## src/rtl/data_stack_cached.sv

```systemverilog
// Operand stack with TOS/NOS held in registers and deeper entries spilled to a
// synchronous-read RAM; one-cycle REFILL reloads NOS after POP/REDUCE.
module data_stack_cached #(
    parameter int  DATA_WIDTH = 8,
    parameter int  DEPTH      = 16,
    localparam int CNT_WIDTH  = $clog2(DEPTH + 1)
) (
    input  logic                  clk,
    input  logic                  reset,
    input  logic                  op_valid,
    output logic                  op_ready,
    input  logic [2:0]            op_code,
    input  logic [DATA_WIDTH-1:0] din,
    output logic [DATA_WIDTH-1:0] tos,
    output logic [DATA_WIDTH-1:0] nos,
    output logic [CNT_WIDTH-1:0]  depth,
    output logic                  empty,
    output logic                  full,
    output logic                  err_overflow,
    output logic                  err_underflow
);

    localparam int RAM_WORDS = DEPTH - 2;
    localparam int AW        = (RAM_WORDS > 1) ? $clog2(RAM_WORDS) : 1;

    localparam logic [2:0] OP_NOP     = 3'b000;
    localparam logic [2:0] OP_PUSH    = 3'b001;
    localparam logic [2:0] OP_POP     = 3'b010;
    localparam logic [2:0] OP_DUP     = 3'b011;
    localparam logic [2:0] OP_SWAP    = 3'b100;
    localparam logic [2:0] OP_REDUCE  = 3'b101;
    localparam logic [2:0] OP_REPLACE = 3'b110;
    localparam logic [2:0] OP_CLEAR   = 3'b111;

    localparam logic [CNT_WIDTH-1:0] CNT_ONE  = CNT_WIDTH'(1);
    localparam logic [CNT_WIDTH-1:0] CNT_TWO  = CNT_WIDTH'(2);
    localparam logic [CNT_WIDTH-1:0] CNT_SIX3 = CNT_WIDTH'(3);
    localparam logic [CNT_WIDTH-1:0] CNT_MAX  = CNT_WIDTH'(DEPTH);

    typedef enum logic {
        ST_IDLE,
        ST_REFILL
    } state_t;

    state_t                  state_reg, state_next;
    logic [DATA_WIDTH-1:0]   tos_reg, tos_next;
    logic [DATA_WIDTH-1:0]   nos_reg, nos_next;
    logic [CNT_WIDTH-1:0]    depth_reg, depth_next;
    logic                    ovf_reg, ovf_next;
    logic                    unf_reg, unf_next;

    logic                    accept;
    logic                    at_full;
    logic                    has_one;
    logic                    has_two;
    logic                    has_three;

    logic                    ram_we;
    logic [AW-1:0]           ram_waddr;
    logic                    ram_re;
    logic [AW-1:0]           ram_raddr;
    logic [DATA_WIDTH-1:0]   ram_mem [RAM_WORDS];
    logic [DATA_WIDTH-1:0]   ram_rdata_reg;

    assign op_ready  = (state_reg == ST_IDLE);
    assign accept    = op_valid && op_ready;
    assign at_full   = (depth_reg == CNT_MAX);
    assign has_one   = (depth_reg != '0);
    assign has_two   = (depth_reg >= CNT_TWO);
    assign has_three = (depth_reg >= CNT_SIX3);

    // Entry at depth position k lives at RAM index k-3, so a spill of NOS
    // (becoming position n+1) lands at n-2 and a refill reads n-3.
    assign ram_waddr = AW'(depth_reg - CNT_TWO);
    assign ram_raddr = AW'(depth_reg - CNT_SIX3);

    always_comb begin
        state_next = state_reg;
        tos_next   = tos_reg;
        nos_next   = nos_reg;
        depth_next = depth_reg;
        ovf_next   = ovf_reg;
        unf_next   = unf_reg;
        ram_we     = 1'b0;
        ram_re     = 1'b0;

        case (state_reg)
            ST_IDLE: begin
                if (accept) begin
                    case (op_code)
                        OP_NOP: ;
                        OP_PUSH: begin
                            if (at_full) begin
                                ovf_next = 1'b1;
                            end else begin
                                ram_we     = has_two;
                                nos_next   = tos_reg;
                                tos_next   = din;
                                depth_next = depth_reg + CNT_ONE;
                            end
                        end
                        OP_DUP: begin
                            if (at_full) begin
                                ovf_next = 1'b1;
                            end else if (!has_one) begin
                                unf_next = 1'b1;
                            end else begin
                                ram_we     = has_two;
                                nos_next   = tos_reg;
                                depth_next = depth_reg + CNT_ONE;
                            end
                        end
                        OP_POP: begin
                            if (!has_one) begin
                                unf_next = 1'b1;
                            end else begin
                                tos_next   = nos_reg;
                                depth_next = depth_reg - CNT_ONE;
                                if (has_three) begin
                                    ram_re     = 1'b1;
                                    state_next = ST_REFILL;
                                end else begin
                                    nos_next = '0;
                                end
                            end
                        end
                        OP_SWAP: begin
                            if (!has_two) begin
                                unf_next = 1'b1;
                            end else begin
                                tos_next = nos_reg;
                                nos_next = tos_reg;
                            end
                        end
                        OP_REDUCE: begin
                            if (!has_two) begin
                                unf_next = 1'b1;
                            end else begin
                                tos_next   = din;
                                depth_next = depth_reg - CNT_ONE;
                                if (has_three) begin
                                    ram_re     = 1'b1;
                                    state_next = ST_REFILL;
                                end else begin
                                    nos_next = '0;
                                end
                            end
                        end
                        OP_REPLACE: begin
                            if (!has_one) begin
                                unf_next = 1'b1;
                            end else begin
                                tos_next = din;
                            end
                        end
                        OP_CLEAR: begin
                            tos_next   = '0;
                            nos_next   = '0;
                            depth_next = '0;
                            ovf_next   = 1'b0;
                            unf_next   = 1'b0;
                        end
                        default: ;
                    endcase
                end
            end
            ST_REFILL: begin
                nos_next   = ram_rdata_reg;
                state_next = ST_IDLE;
            end
            default: state_next = ST_IDLE;
        endcase
    end

    always_ff @(posedge clk or posedge reset) begin
        if (reset) begin
            state_reg <= ST_IDLE;
            tos_reg   <= '0;
            nos_reg   <= '0;
            depth_reg <= '0;
            ovf_reg   <= 1'b0;
            unf_reg   <= 1'b0;
        end else begin
            state_reg <= state_next;
            tos_reg   <= tos_next;
            nos_reg   <= nos_next;
            depth_reg <= depth_next;
            ovf_reg   <= ovf_next;
            unf_reg   <= unf_next;
        end
    end

    // Spill RAM carries no reset so it maps onto block RAM; the write is
    // suppressed while reset is held so an aborted op leaves nothing behind.
    always_ff @(posedge clk) begin
        if (ram_we && !reset) begin
            ram_mem[ram_waddr] <= nos_reg;
        end
        if (ram_re) begin
            ram_rdata_reg <= ram_mem[ram_raddr];
        end
    end

    assign tos           = tos_reg;
    assign nos           = nos_reg;
    assign depth         = depth_reg;
    assign empty         = (depth_reg == '0);
    assign full          = at_full;
    assign err_overflow  = ovf_reg;
    assign err_underflow = unf_reg;

endmodule

```

## config.mk

```make
export PLATFORM = sky130hd
export DESIGN_NAME = data_stack_cached
export DESIGN_NICKNAME = d
export VERILOG_FILES = /design/src/rtl/data_stack_cached.sv
export SDC_FILE = /design/constraint.sdc
export NUM_CORES = 1
export LEC_CHECK = 0
export BUFFER_PORTS_ARGS = -buffer_cell sky130_fd_sc_hd__clkbuf_2
export CAP_MARGIN = 20
export CORE_MARGIN = 1.5
export CORE_UTILIZATION = 51
export CTS_CLUSTER_SIZE = 24
export DETAILED_ROUTE_END_ITERATION = 10
export GPL_ROUTABILITY_DRIVEN = 1
export PLACE_DENSITY_LB_ADDON = 0.2
export SLEW_MARGIN = 20
export SYNTH_ARGS = -nofsm -noshare
export SYNTH_HDL_FRONTEND = slang
export SYNTH_SLANG_ARGS = --single-unit
```

## constraint.sdc

```tcl
create_clock -name clk -period 5.9 [get_ports clk]
set_input_delay 0.59 -clock clk [delete_from_list [all_inputs] [get_ports clk]]
set_output_delay 0.59 -clock clk [all_outputs]
set_load 0.005 [all_outputs]
```

-- Word-level counts from Yosys, hierarchy flattened
Memories as Yosys holds them, arrays and structs flattened. A register that Yosys moved wholly into a read port is not among the register bits.
Index checks and enable logic that the tools add are counted.
- add/subtract/negate cells: 4
- order comparisons: 2
- equal/unequal tests: 25
- multiplexer cells: 43
- bitwise gates (word level): 1
- reduce and logical (&&, ||, !) cells: 17
- operators by type and width (operator ; count):
    8-bit two-way mux ; 13
    8-bit case mux with 6 select lines ; 2
    5-bit two-way mux ; 5
    5-bit case mux with 5 select lines ; 1
    8-bit AND reduction ; 3
    3-bit != test (second input constant) ; 6
    1-bit two-way mux ; 16
    2-bit != test (second input constant) ; 8
    8-bit case mux with 2 select lines ; 1
    3-bit == test (second input constant) ; 4
    5-bit by 2-bit greater-or-equal comparator with 1-bit output (second input constant) ; 2
    5-bit nonzero test ; 2
    1-bit case mux with 2 select lines ; 4
    4-bit by 2-bit subtractor with 4-bit output (second input constant) ; 2
    7-bit by 1-bit != test with 1-bit output (second input constant) ; 1
    3-bit by 2-bit == test with 1-bit output (second input constant) ; 2
    6-bit nonzero test ; 1
    2-bit OR reduction ; 3
    5-bit by 1-bit adder with 5-bit output (second input constant) ; 1
    5-bit == test (second input constant) ; 1
    5-bit zero test ; 1
    5-bit AND reduction ; 1
    5-bit by 1-bit subtractor with 5-bit output (second input constant) ; 1
    2-bit by 1-bit != test with 1-bit output (second input constant) ; 2
    other kinds (8) ; 9
- bits in registers: 24
- memory bits (writable): 112
- input bits: 14
- output and inout port bits: 26
- word-level logic and storage cells: 99
- memories: 1
- memories (name ; words ; width ; rd ports ; clocked after memory_dff ; wr ports ; RTL line ; source):
    ram_mem ; 14 ; 8 ; 1 ; 1 ; 1 ; 62 ; logic [DATA_WIDTH-1:0] ram_mem [RAM_WORDS];

-- Longest topological paths before layout
- depth after elaboration: 9
- gate-level depth with buffers: 10
- gate-level depth less buffers: 8

-- Worst setup path after synthesis
OpenSTA, ideal clock, no wires.
- kind: reg-to-reg
- start: register depth_reg[0] (netlist: depth[0])
- end: memory ram_mem[3][0], enable pin
- data arrival time: 3.099 ns
- path slack: 2.406 ns
- cell stages (with the launch flop): 10
- path buffers: 3
- period minus slack after synthesis: 3.494 ns
- cell sequence: dfrtp_1 -> buf_2 -> buf_1 -> inv_1 -> ha_1 -> nor3b_1 -> a211oi_1 -> o21ai_0 -> clkbuf_1 -> nor4_1
- cells in the longest elaborated chain, start to end: 9
- elaborated cells on any way between the ends: 13
- classes of those cells: add/sub (1); order compare (1); eq/ne (1); mux (8); reduce/logical (2)
- ends and longest elaborated chain (what ; RTL line ; source):
    from (decl) ; 48 ; logic [CNT_WIDTH-1:0] depth_reg, depth_next;
    from (signal assigned) ; 187 ; depth_reg <= depth_next;
    5-bit by 2-bit greater-or-equal comparator with 1-bit output / 5-bit nonzero test (equally long branches) ; 69, 68 ;
    1-bit two-way mux ; 105 ; end else if (!has_one) begin
    1-bit two-way mux ; 103 ; if (at_full) begin
    1-bit case mux with 2 select lines ; 90 ; case (op_code)
    1-bit two-way mux ; 89 ; if (accept) begin
    1-bit two-way mux ; 87 ; case (state_reg)
    1-bit logical AND ; 196 ; if (ram_we && !reset) begin
    1-bit two-way mux ; 196 ;
    1-bit two-way mux (implied by the code) ; 197 ; ram_mem[ram_waddr] <= nos_reg;
    to (decl) ; 62 ;
Parallel ways exist; a longest one is shown, timed or not.

-- Worst setup path after layout
- start: register depth_reg[1] (netlist: depth[1])
- end: memory ram_mem[13][3], enable pin
The elaborated chain is that of the path after synthesis.

==> results_dict.tcl <==
set metrics [dict create \
    drtAntennaViolNets 0 \
    yosysTopAreaCell "edfxtp_1" \
    ys_types 46 \
    finalInstanceArea_um2 7432 \
    fin_skew_ns 0.005347 \
    globalRoute.totalOverflow 0 \
    placementRows 40 \
    cp_data_arrival_time_ns 3.12 \
    drive_above_1_share_pct 26.92 \
    grt_pass1_vias 3681 \
    reg2reg_depth 8 \
    cts-root-buf "clkbuf_16" \
    fin_crit_sh_pct 50.76 \
    pin_count 40 \
    synthTopCellsByCount "120 x edfxtp_1, 27 x nor2_1, 24 x dfrtp_1, 24 x mux4_2, 23 x a21oi_1" \
    cp_slowest_stage_delay_ns 0.68 \
    slew_headroom_pct 20.85 \
    clk_path_buf_depth 2 \
    crit_required_ns 6.03 \
    ys_ff_latch 144 \
    rsz0062_at_grt "false" \
    wl_per_cell_um 21.03 \
    gp_congestion 0.8776 \
    yosysSeqAreaShare_pct 65.69 \
    grt_start_max_net_pins 40 \
    tightest_slew_ns 1.180 \
    gr-usage-all-layers_pct 21.83 \
    synth_area_leaders "edfxtp_1 56%, dfrtp_1 9.4%, mux4_2 8.4%" \
    cts_made_buffers 17 \
    cpMostUsedCell "buf_4" \
    cp_slowest_cell "nor4_1" \
    grt_pass1_wl_um 20620 \
    power_density_nw_per_um2 505.5 \
    critPathLaunchType "flop" \
    drv_slew 0 \
    peakVddDrop_mv 0.3524 \
    cts_tree "yes" \
    fmax_mhz 333.9 \
    period_needed_ns 2.995 \
    ys.flop_type "edfxtp_1" \
    fin_nets 479 \
    post-dp-hpwl_um 8751 \
    endpoint_kind "flop" \
    largest_register_ff_count 112 \
    io_buffer_count 39 \
    worstSetupPathType "flop to flop" \
    die-area_um2 13230 \
    finalWirelength_um 13380 \
    drt_first_pass_iters 5 \
    synth-edff-count 120 \
    via_count 3775 \
    hold_class "input port to asynchronous set/reset pin" \
    insertedDiodeCount 0 \
    viasPerCell 5.936 \
    synthCells 409 \
    antenna_found_initial 0 \
    drt_iter0_drc 328 \
    fin_setup_tns_ns 0 \
    synth_warnings 0 \
    hold_violations 0 \
    area_growth_pct 16.13 \
    clk_latency_ns 0.41 \
    cts_hold_buf 0 \
    leakagePower_nw 2.743 \
    post_dp_cell_area_um2 6802 \
    coreArea_um2 12110 \
    start_util_pct 52.84 \
    drc_errors 0 \
    syn_area_per_cell_um2 15.65 \
    worstPathCellList "inv_1, ha_1, nor3b_1, a211oi_1, o21ai_0, buf_4, nor4_1, buf_4" \
    die_x_um 115.0 \
    async_flop_share_pct 16.67 \
    top_register "ram_mem" \
    status "finished, final reports clean" \
    finalNonFillerCells 636 \
    cts.clk_slew.worst_paths_ns 0.05 \
    cts_repair_resize_count 0 \
    setup_violations 0 \
    dpl.cell_count 604 \
    yosysMostFrequentCell "edfxtp_1" \
    maxCapViolCount 0 \
    p_total_w 0.003757 \
    synth_area_um2 6400 \
    cts.htree.levels 4 \
    synth_top_area_share_pct 56.30 \
    syn_nets 433 \
    path_max_fanout 13 \
    hold_ws_ns 0.2793 \
    cts_setup_buffers 0 \
    cts.sinks 144 \
    die_h_um 115.0 \
]
[report_power, final]
part	leakage [nW]	internal, W	total, W	switching, W
logic	1.06	0.000503	0.00115	0.000648
clock network	0.294	0.000703	0.00109	0.000387
registers	1.39	0.00133	0.00152	0.000188
[critical path, delay by kind of cell, from the launching register on]
kind / cells / cell delay [ns]
compound gates: 2 / 0.44
flops: 1 / 0.49
fa+ha+maj: 1 / 0.26
simple gates: 2 / 0.86
buf+inv: 3 / 0.66
[logic make-up after synthesis]
logic type / share of synthesized area (%)
AO/OA/AOI/OAI: 8.387
XOR/XNOR: 1.232
adder cells (fa/ha/maj): 2.072
buffers and inverters: 2.678
flip-flops: 65.69
multiplexers: 14.55
AND/OR/NAND/NOR: 5.396
[stage by stage]
step	utilization (%)	setup slack, ns
finish	61.36	2.905
global route	61.36	2.691
CTS	61.13	2.841
detailed placement	56.16	2.849
global placement	56.16	2.950
floorplan	-	2.406
[final cells by class]
class,instances,area [um^2]
clock buffer,20,436.7
fill,943,4679
sequential,144,4205
tap,168,210.2
clock inverter,12,165.2
timing repair buffer,51,285.3
inverter,15,56.30
multi-input combinational,226,2073
[placed cells by master (no fill, tap or decap), types with 2 or more instances in the layout]
cell / n
and3_1: 2
a22o_1: 8
xnor2_1: 6
a21oi_1: 23
clkbuf_2: 39
nand2_1: 9
o22a_1: 4
o21ai_0: 7
clkinv_2: 2
nor4_1: 5
nor3_2: 4
edfxtp_1: 120
bufinv_16: 4
mux2_2: 8
clkbuf_1: 3
mux4_2: 24
nand3_1: 6
and3b_1: 3
nand4_1: 2
ha_1: 9
inv_1: 14
dfrtp_1: 23
clkinv_1: 5
nor2_1: 27
nand2b_1: 2
a21o_1: 2
mux2i_1: 18
clkbuf_16: 17
a211oi_1: 15
xor2_1: 2
nor2b_1: 3
o22ai_1: 11
buf_4: 12
mux2_4: 8
[path summary, 6_finish.rpt]
check                             start        endpoint  slack (ns)
setup / recovery               depth[1]  ram_mem[13][3]        2.91
min in group clk           err_overflow    err_overflow        0.51
hold reg to reg            err_overflow    err_overflow        0.51
max in group asynchronous         reset        depth[0]        5.15
hold / removal                    reset        depth[1]        0.28
setup reg to reg               depth[1]  ram_mem[13][3]        2.91
[layer usage]
layer	global-route usage, %	vias up	share of wire (%)
met5	0	-	0
met4	9.053	0	2.4
met3	5.482	28	6.3
met2	32.70	149	47
met1	30.97	1889	44
li1	-	1709	-
Power figures use the tool's default switching activity.
